$ cat src/rtl/fetch_stage.sv
// Instruction fetch stage: keeps the program counter, issues one instruction
// memory read at a time, and hands fetched words to decode through a
// two-entry buffer (output register plus skid register). A redirect loads a
// new PC and flushes everything fetched on the old path, including a read
// that is still in flight.
module fetch_stage #(
    parameter logic [31:0] RESET_PC = 32'h0000_0000
) (
    input  logic        clk,
    input  logic        rst_n,
    output logic        imem_req_valid,
    input  logic        imem_req_ready,
    output logic [31:0] imem_addr,
    input  logic        imem_rsp_valid,
    input  logic [31:0] imem_rsp_data,
    input  logic        stall,
    input  logic        redirect_valid,
    input  logic [31:0] redirect_pc,
    output logic [31:0] instr,
    output logic [31:0] instr_pc,
    output logic        instr_valid
);

    typedef enum logic [1:0] {
        ST_IDLE = 2'd0,
        ST_REQ  = 2'd1,
        ST_WAIT = 2'd2
    } state_t;

    state_t      r_state;
    state_t      w_state_next;

    logic [31:0] r_pc;          // next fetch address
    logic [31:0] r_out_addr;    // address of the outstanding read
    logic        r_drop;        // next response belongs to a flushed path

    logic [31:0] r_instr;
    logic [31:0] r_instr_pc;
    logic        r_instr_valid;
    logic [31:0] r_skid_data;
    logic [31:0] r_skid_pc;
    logic        r_skid_valid;

    logic        w_req_valid;
    logic        w_hs;
    logic        w_xfer;
    logic        w_rsp_take;
    logic        w_drop_on_redirect;

    assign w_hs       = w_req_valid & imem_req_ready;
    assign w_xfer     = r_instr_valid & ~stall;
    // A response is kept only when it answers a live-path request.
    assign w_rsp_take = imem_rsp_valid & ~r_drop & (r_state == ST_WAIT);

    // A redirect must discard a read that is still in flight: one waiting in
    // WAIT, one being accepted right now, or an already-flushed one that is
    // still pending. A response arriving this cycle is discarded directly.
    assign w_drop_on_redirect = ((r_state == ST_WAIT) & ~imem_rsp_valid)
                              | w_hs
                              | (r_drop & ~imem_rsp_valid);

    assign imem_req_valid = w_req_valid;
    assign imem_addr      = r_pc;
    assign instr          = r_instr;
    assign instr_pc       = r_instr_pc;
    assign instr_valid    = r_instr_valid;

    // FSM state register.
    always_ff @(posedge clk or negedge rst_n) begin
        if (!rst_n) begin
            r_state <= ST_IDLE;
        end else begin
            r_state <= w_state_next;
        end
    end

    // FSM next state and request valid; requests only go out when the skid
    // slot is free and no flushed read is pending, so every response fits.
    always_comb begin
        w_state_next = r_state;
        w_req_valid  = 1'b0;
        case (r_state)
            ST_IDLE: begin
                w_state_next = ST_REQ;
            end
            ST_REQ: begin
                w_req_valid = ~r_skid_valid & ~r_drop;
                if (w_req_valid && imem_req_ready) begin
                    w_state_next = ST_WAIT;
                end
            end
            ST_WAIT: begin
                if (imem_rsp_valid) begin
                    w_state_next = ST_REQ;
                end
            end
            default: begin
                w_state_next = ST_IDLE;
            end
        endcase
        if (redirect_valid) begin
            w_state_next = ST_REQ;
        end
    end

    // Program counter, outstanding-address capture and drop flag.
    always_ff @(posedge clk or negedge rst_n) begin
        if (!rst_n) begin
            r_pc       <= RESET_PC;
            r_out_addr <= RESET_PC;
            r_drop     <= 1'b0;
        end else if (redirect_valid) begin
            r_pc   <= redirect_pc & ~32'h0000_0003;
            r_drop <= w_drop_on_redirect;
        end else begin
            if (w_hs) begin
                r_out_addr <= r_pc;
                r_pc       <= r_pc + 32'd4;
            end
            if (r_drop && imem_rsp_valid) begin
                r_drop <= 1'b0;
            end
        end
    end

    // Output register and skid register: responses fill the output register
    // when it is free (or emptying), otherwise the skid; a transfer promotes
    // the skid entry into the output register.
    always_ff @(posedge clk or negedge rst_n) begin
        if (!rst_n) begin
            r_instr       <= 32'd0;
            r_instr_pc    <= 32'd0;
            r_instr_valid <= 1'b0;
            r_skid_data   <= 32'd0;
            r_skid_pc     <= 32'd0;
            r_skid_valid  <= 1'b0;
        end else if (redirect_valid) begin
            r_instr_valid <= 1'b0;
            r_skid_valid  <= 1'b0;
        end else if (w_xfer) begin
            if (r_skid_valid) begin
                r_instr       <= r_skid_data;
                r_instr_pc    <= r_skid_pc;
                r_instr_valid <= 1'b1;
                if (w_rsp_take) begin
                    r_skid_data <= imem_rsp_data;
                    r_skid_pc   <= r_out_addr;
                end else begin
                    r_skid_valid <= 1'b0;
                end
            end else if (w_rsp_take) begin
                r_instr       <= imem_rsp_data;
                r_instr_pc    <= r_out_addr;
                r_instr_valid <= 1'b1;
            end else begin
                r_instr_valid <= 1'b0;
            end
        end else if (w_rsp_take) begin
            if (!r_instr_valid) begin
                r_instr       <= imem_rsp_data;
                r_instr_pc    <= r_out_addr;
                r_instr_valid <= 1'b1;
            end else begin
                r_skid_data  <= imem_rsp_data;
                r_skid_pc    <= r_out_addr;
                r_skid_valid <= 1'b1;
            end
        end
    end

endmodule

$ cat config.mk
export PLATFORM = sky130hd
export DESIGN_NAME = fetch_stage
export DESIGN_NICKNAME = d
export VERILOG_FILES = /design/src/rtl/fetch_stage.sv
export SDC_FILE = /design/constraint.sdc
export NUM_CORES = 1
export LEC_CHECK = 0
export ABC_AREA = 1
export CAP_MARGIN = 20
export CORE_MARGIN = 4
export CORE_UTILIZATION = 40
export DETAILED_ROUTE_END_ITERATION = 7
export GPL_TIMING_DRIVEN = 0
export HOLD_SLACK_MARGIN = 0.06
export PLACE_DENSITY = 0.74
export SYNTH_ARGS = -nofsm -noshare
export SYNTH_HDL_FRONTEND = slang
export SYNTH_SLANG_ARGS = --single-unit
$ cat constraint.sdc
create_clock -name clk -period 1.5 [get_ports clk]
set_input_delay 0.375 -clock clk [delete_from_list [all_inputs] [get_ports clk]]
set_output_delay 0.375 -clock clk [all_outputs]
set_load 0.05 [all_outputs]
; ---- Yosys cells after proc, flatten, opt, wreduce, memory -nomap -nowiden
; Index checks and enable logic that the tools add are counted.
[totals]
elab_cells = 83
output_inout_bits = 98
inputBits = 70
reg_bits = 197
[op_classes]
muxes = 37
eq_ne = 6
n_reduce_logical = 15
bitwise = 14
add_sub_neg = 1
[op_table]
columns = operator, count
row1 = $mux W32, 20
row2 = $add A32 B3 Y32 const B, 1
row3 = $mux W1, 13
row4 = $reduce_bool A2 Y1, 5
row5 = $reduce_and A4 Y1, 2
row6 = $and A1 B1 Y1, 7
row7 = $mux W2, 3
row8 = $ne A3 B3 Y1 const B, 2
row9 = $pmux W2 S3, 1
row10 = $reduce_and A2 Y1, 3
row11 = $reduce_bool A3 Y1, 2
row12 = $not A1 Y1, 5
row13 = $eq A2 B1 Y1 const B, 1
row14 = $eq A2 B2 Y1 const B, 1
row15 = $logic_and A1 B1 Y1, 2
row16 = $logic_not A2 Y1, 1
row17 = $ne A2 B1 Y1 const B, 1
row18 = $ne A2 B2 Y1 const B, 1
row19 = $or A1 B1 Y1, 2

; ---- Longest topological paths before layout
[logic_depth]
ltp_word = 7
ltp_mapped = 10
ltp_nobuf = 10

; ---- Worst setup path after synthesis
; Ideal clock, no wire load.
[synth_path]
kind = register to output
start = register r_state[1]
end = output port imem_req_valid
setup_slack_ps = -450
t_required_ps = 1125
path_stages_with_launch = 4
arrival_time_ps = 1575
path_cell_list = dfrtp_1 > inv_2 > nand2_1 > nor3_1
[synth_between]
elab_chain_cells = 2
[synth_rtl]
columns = item, line
row1 = "start, declared", 30  ; state_t r_state;
row2 = "start signal, assigned", 73  ; r_state <= w_state_next;
row3 = $eq A2 B1 Y1, 82  ; case (r_state)
row4 = $mux W1, 82
row5 = "end, declared", 11  ; output logic imem_req_valid,
; No other way between the ends.

; ---- Final worst setup path
[layout_path]
start = register r_skid_valid
end = output port imem_req_valid
[layout_between]
elab_chain_cells = 3
[layout_rtl]
columns = item, line
row1 = "start, declared", 42  ; logic r_skid_valid;
row2 = "start signal, assigned", 136  ; r_skid_valid <= 1'b0;
row3 = "start signal, assigned", 139  ; r_skid_valid <= 1'b0;
row4 = "start signal, assigned", 149  ; r_skid_valid <= 1'b0;
row5 = $not A1 Y1, 87  ; w_req_valid = ~r_skid_valid & ~r_drop;
row6 = $and A1 B1 Y1, 87
row7 = $mux W1, 82
; No other way between the ends.

==> flow_summary_export.csv <==
group,metric,value,unit
status,outcome,"complete, but fails checks",
status,violations,"negative hold slack, negative setup slack",
worst_setup_path,r2r-start,"r_skid_valid",
sta,fmax,612.4,MHz
pwr,leakagePower,6.424,nW
pwr,pwr-share-seq,40.1,%
routing,num_vias,8185,
worst_setup_path,cpPeakStageDelay,0.46,ns
global_routing,grt_use_met2,31.25,%
place,hpwl,17.87,mm
pwr,power.internal,10.16,mW
synth,yosys_warnings,0,
sta,hold_viol_final,19,
worst_setup_path,rr_worst_depth,7,
clocking,cts.sink_count,189,
clocking,clock_latency,0.43,ns
cells_and_area,fill_cells,1876,
place,dp_slack,-0.7990,ns
pwr,pwr-share-clk,30.5,%
sta,finalSetupViolCount,156,
place,port_buffers,161,
floorplanning,row_count,54,
global_routing,grt_antenna_before_repair,0,
flow_run,drv_cap,0,
synth,synth_edf_count,0,
pwr,p_per_area,1290,nW/um^2
synth,ys_types,38,
clocking,cts_root_buffer,"clkbuf_16",
synth,avgSynthCellArea,8.035,sq um
global_routing,overflow,0,
worst_setup_path,r2r_end,"imem_addr[18]",
global_routing,grt_usage,19.99,%
sta,fin_skew,0.01035,ns
worst_setup_path,crit_path_cell_trace,"nor3_4 -> buf_6",
clocking,clock_path_buffers,2,
clocking,cts-buffers-inserted,17,
synth,async_flop_share,100.0,%
global_routing,grt_use_met1,28.85,%
synth,synth_seq_area_share,52.51,%
synth,synth_area_leader_cell,"dfrtp_1",
floorplanning,die_width,158.1,um
cells_and_area,fin_nets,1416,
clocking,tritoncts,"built",
pwr,switching_share,37.30,%
sta,rsz0062_at_grt,"yes",
worst_setup_path,worstSetupEndpointType,"output pin",
worst_setup_path,crit_arrival,1.26,ns
sta,slew_headroom,45.76,%
clocking,path_clk_slew,0.07,ns
cells_and_area,drive_above_1_share,31.08,%
pwr,p_switching,6.044,mW
sta,holdWs,-0.01311,ns
place,routabilityCongestion,0.9444,
synth,synth_top_area_share,52.51,%
floorplanning,start_util,41.02,%
sta,period_share,108.9,%
global_routing,grt_pass1_wl,39.70,mm
place,place_inst,1566,
routing,drt-pass1-iter-count,8,
clocking,h-tree-depth,4,
worst_setup_path,critPathKind,"reg -> out",
floorplanning,die_h,158.1,um
synth,syn_area,9007,sq um
routing,drtIter0Drc,580,
hold_path,hold_class,"in -> async",
cells_and_area,diodes,0,
sta,worst_slack,-0.1330,ns
routing,routed_via_density,4.997,
floorplanning,design.die.area,24980,sq um
worst_setup_path,crit_fanout,3,
sta,period_needed,1.633,ns
global_routing,top_usage_layer,"met2",
routing,wl_per_cell,16.05,um
pwr,pwr-share-comb,29.4,%
pwr,max-vdd-ir-drop,0.7264,mV
sta,tightestPinTransition,0.8136,ns
routing,wl,26.29,mm
floorplanning,coreArea,21960,sq um
global_routing,first_global_vias,7762,
sta,slew_violations,0,
synth,synth_cells,1121,
worst_setup_path,crit_required,1.12,ns
synth,synthFlopType,"dfrtp_1",
worst_setup_path,crit_path_start_kind,"flop",
routing,postRouteAntennaNets,0,
worst_setup_path,cp_slowest_cell,"dfrtp_2",
worst_setup_path,rrSetupSlack,-0.13,ns
routing,drc_errors,0,
floorplanning,ioPinCount,168,
cells_and_area,layout.cells.non_filler,1638,
synth,ys_seq_elements,189,
synth,synthTopCellsByArea,"dfrtp_1 (53%), nand2_1 (17%), inv_1 (4.1%), o21ai_0 (3.9%), nor2_1 (3.6%)",
global_routing,grt_start_max_net_pins,109,
cells_and_area,area_growth,39.48,%
global_routing,use_met3,3.855,%
cell families (layout without fill, tap and decap cells):
kind of cell	Yosys count	after routing	share of synthesized area, %
and+or+nand+nor	566	567	25.67
buffers and inverters	164	397	8.168
adders and majority gates	1	1	0.1389
other	1	4	0.04163
xor gates and xnor gates	10	10	0.9724
AOI/OAI and AO/OA	190	190	12.50
DFF	189	189	52.51
flip-flops by register name (all words and copies together), names as in the netlist:
register / flops
r_skid_pc: 30
r_state: 2
imem_addr: 30
r_out_addr: 30
r_skid_data: 32
r_drop: 1
instr_pc: 30
instr_valid: 1
instr: 32
r_skid_valid: 1
worst max-delay path by stage:
stage / from / endpoint / slack [ns]
3_3_place_gp: rst_n / imem_addr[19] / -8.42
5_1_grt: r_skid_valid / imem_addr[25] / -0.18
3_5_place_dp: stall / r_skid_pc[10] / -0.80
2_1_floorplan: r_state[1] / imem_req_valid / -0.03
6_report: r_skid_valid / imem_req_valid / -0.13
4_1_cts: r_state[1] / imem_req_valid / -0.20
through the flow:
stage	power (mW)	TNS [ns]	area [sq um]	hold WS, ns	utilization (%)
2_1_floorplan	9.473	-0.06351	9096	0.07941	-
3_3_place_gp	11.26	-1573.00	11060	0.4610	50.36
3_5_place_dp	11.35	-109.91	11090	0.4649	50.51
4_1_cts	15.97	-13.47	11600	0.03524	52.81
5_1_grt	16.96	-19.45	12560	0.04652	57.21
6_report	16.20	-7.715	12560	-0.01311	57.21
repair_timing:
item / 4_1_cts / 5_1_grt
endpoints found under the hold margin: 77 / 0
pin swaps: 5 / 64
cloned: 0 / 12
setup endpoints to repair: 278 / 202
gates resized for setup: 573 / 198
setup buffers: 10 / 21
power groups by stage:
stage	Sequential [mW]	Combinational (mW)	Clock [mW]
detailed placement	6.56	4.79	0
global route	6.60	5.14	5.22
floorplan	8.09	1.39	0
CTS	6.47	4.51	4.99
finish	6.50	4.76	4.94
global placement	6.54	4.72	0
per-layer routing:
metal / share of wire [%] / vias to the layer above / routed length, um
li1: - / 3979 / -
met1: 45 / 3850 / 11810
met2: 46 / 325 / 12110
met3: 7.2 / 31 / 1887
met4: 1.8 / 0 / 478
met5: 0 / - / 0
worst max-delay path, delay by kind of cell, from the launching register on:
kind,cells,cell delay [ns]
DFF,1,0.46
and+or+nand+nor,1,0.20
buffers and inverters,1,0.18
cells in the mapped netlist, types with 7 or more instances:
cell type,instances
nand2_1,401
dfrtp_1,189
inv_1,98
nor2_1,87
o21ai_0,71
o21ai_1,52
nand3_1,38
a21oi_2,37
buf_2,22
clkbuf_1,18
a21oi_1,15
nor2_2,12
buf_4,10
nand4_1,9
xor2_1,9
buf_6,7
inv_2,7
nand3b_1,7
area by class of cell:
| class | count | area (sq um) | area share [%] |
|---|---|---|---|
| plain buffers | 58 | 589.3 | 4.691 |
| clock buffers | 20 | 456.7 | 3.635 |
| clock inverters | 12 | 181.4 | 1.444 |
| inverters | 106 | 432.9 | 3.446 |
| multi-input cells | 772 | 4010 | 31.92 |
| flip-flops and latches | 189 | 4768 | 37.95 |
| well taps | 280 | 350.3 | 2.789 |
| repair buffers | 199 | 1747 | 13.90 |
| repair inverters | 2 | 27.53 | 0.2191 |
placed cells by master (no fill, tap or decap), drive strengths merged:
cell type      synthesis  layout
a21boi                 1       1
a21oi                 52      52
a31oi                  2       2
buf                   40     171
bufinv                 0       4
clkbuf                18      40
clkdlybuf4s50          0      64
clkinv                 0       5
clkinvlp               0       2
conb                   1       4
dfrtp                189     189
dlymetal6s2s           0       2
ha                     1       1
inv                  106     109
nand2                404     404
nand3                 40      41
nand3b                 7       7
nand4                  9       9
nor2                 101     101
nor3                   4       4
nor3b                  1       1
o211ai                 6       6
o21ai                125     125
o21bai                 1       1
o221ai                 1       1
o22ai                  2       2
xnor2                  1       1
xor2                   9       9
Power figures use the tool's default switching activity.
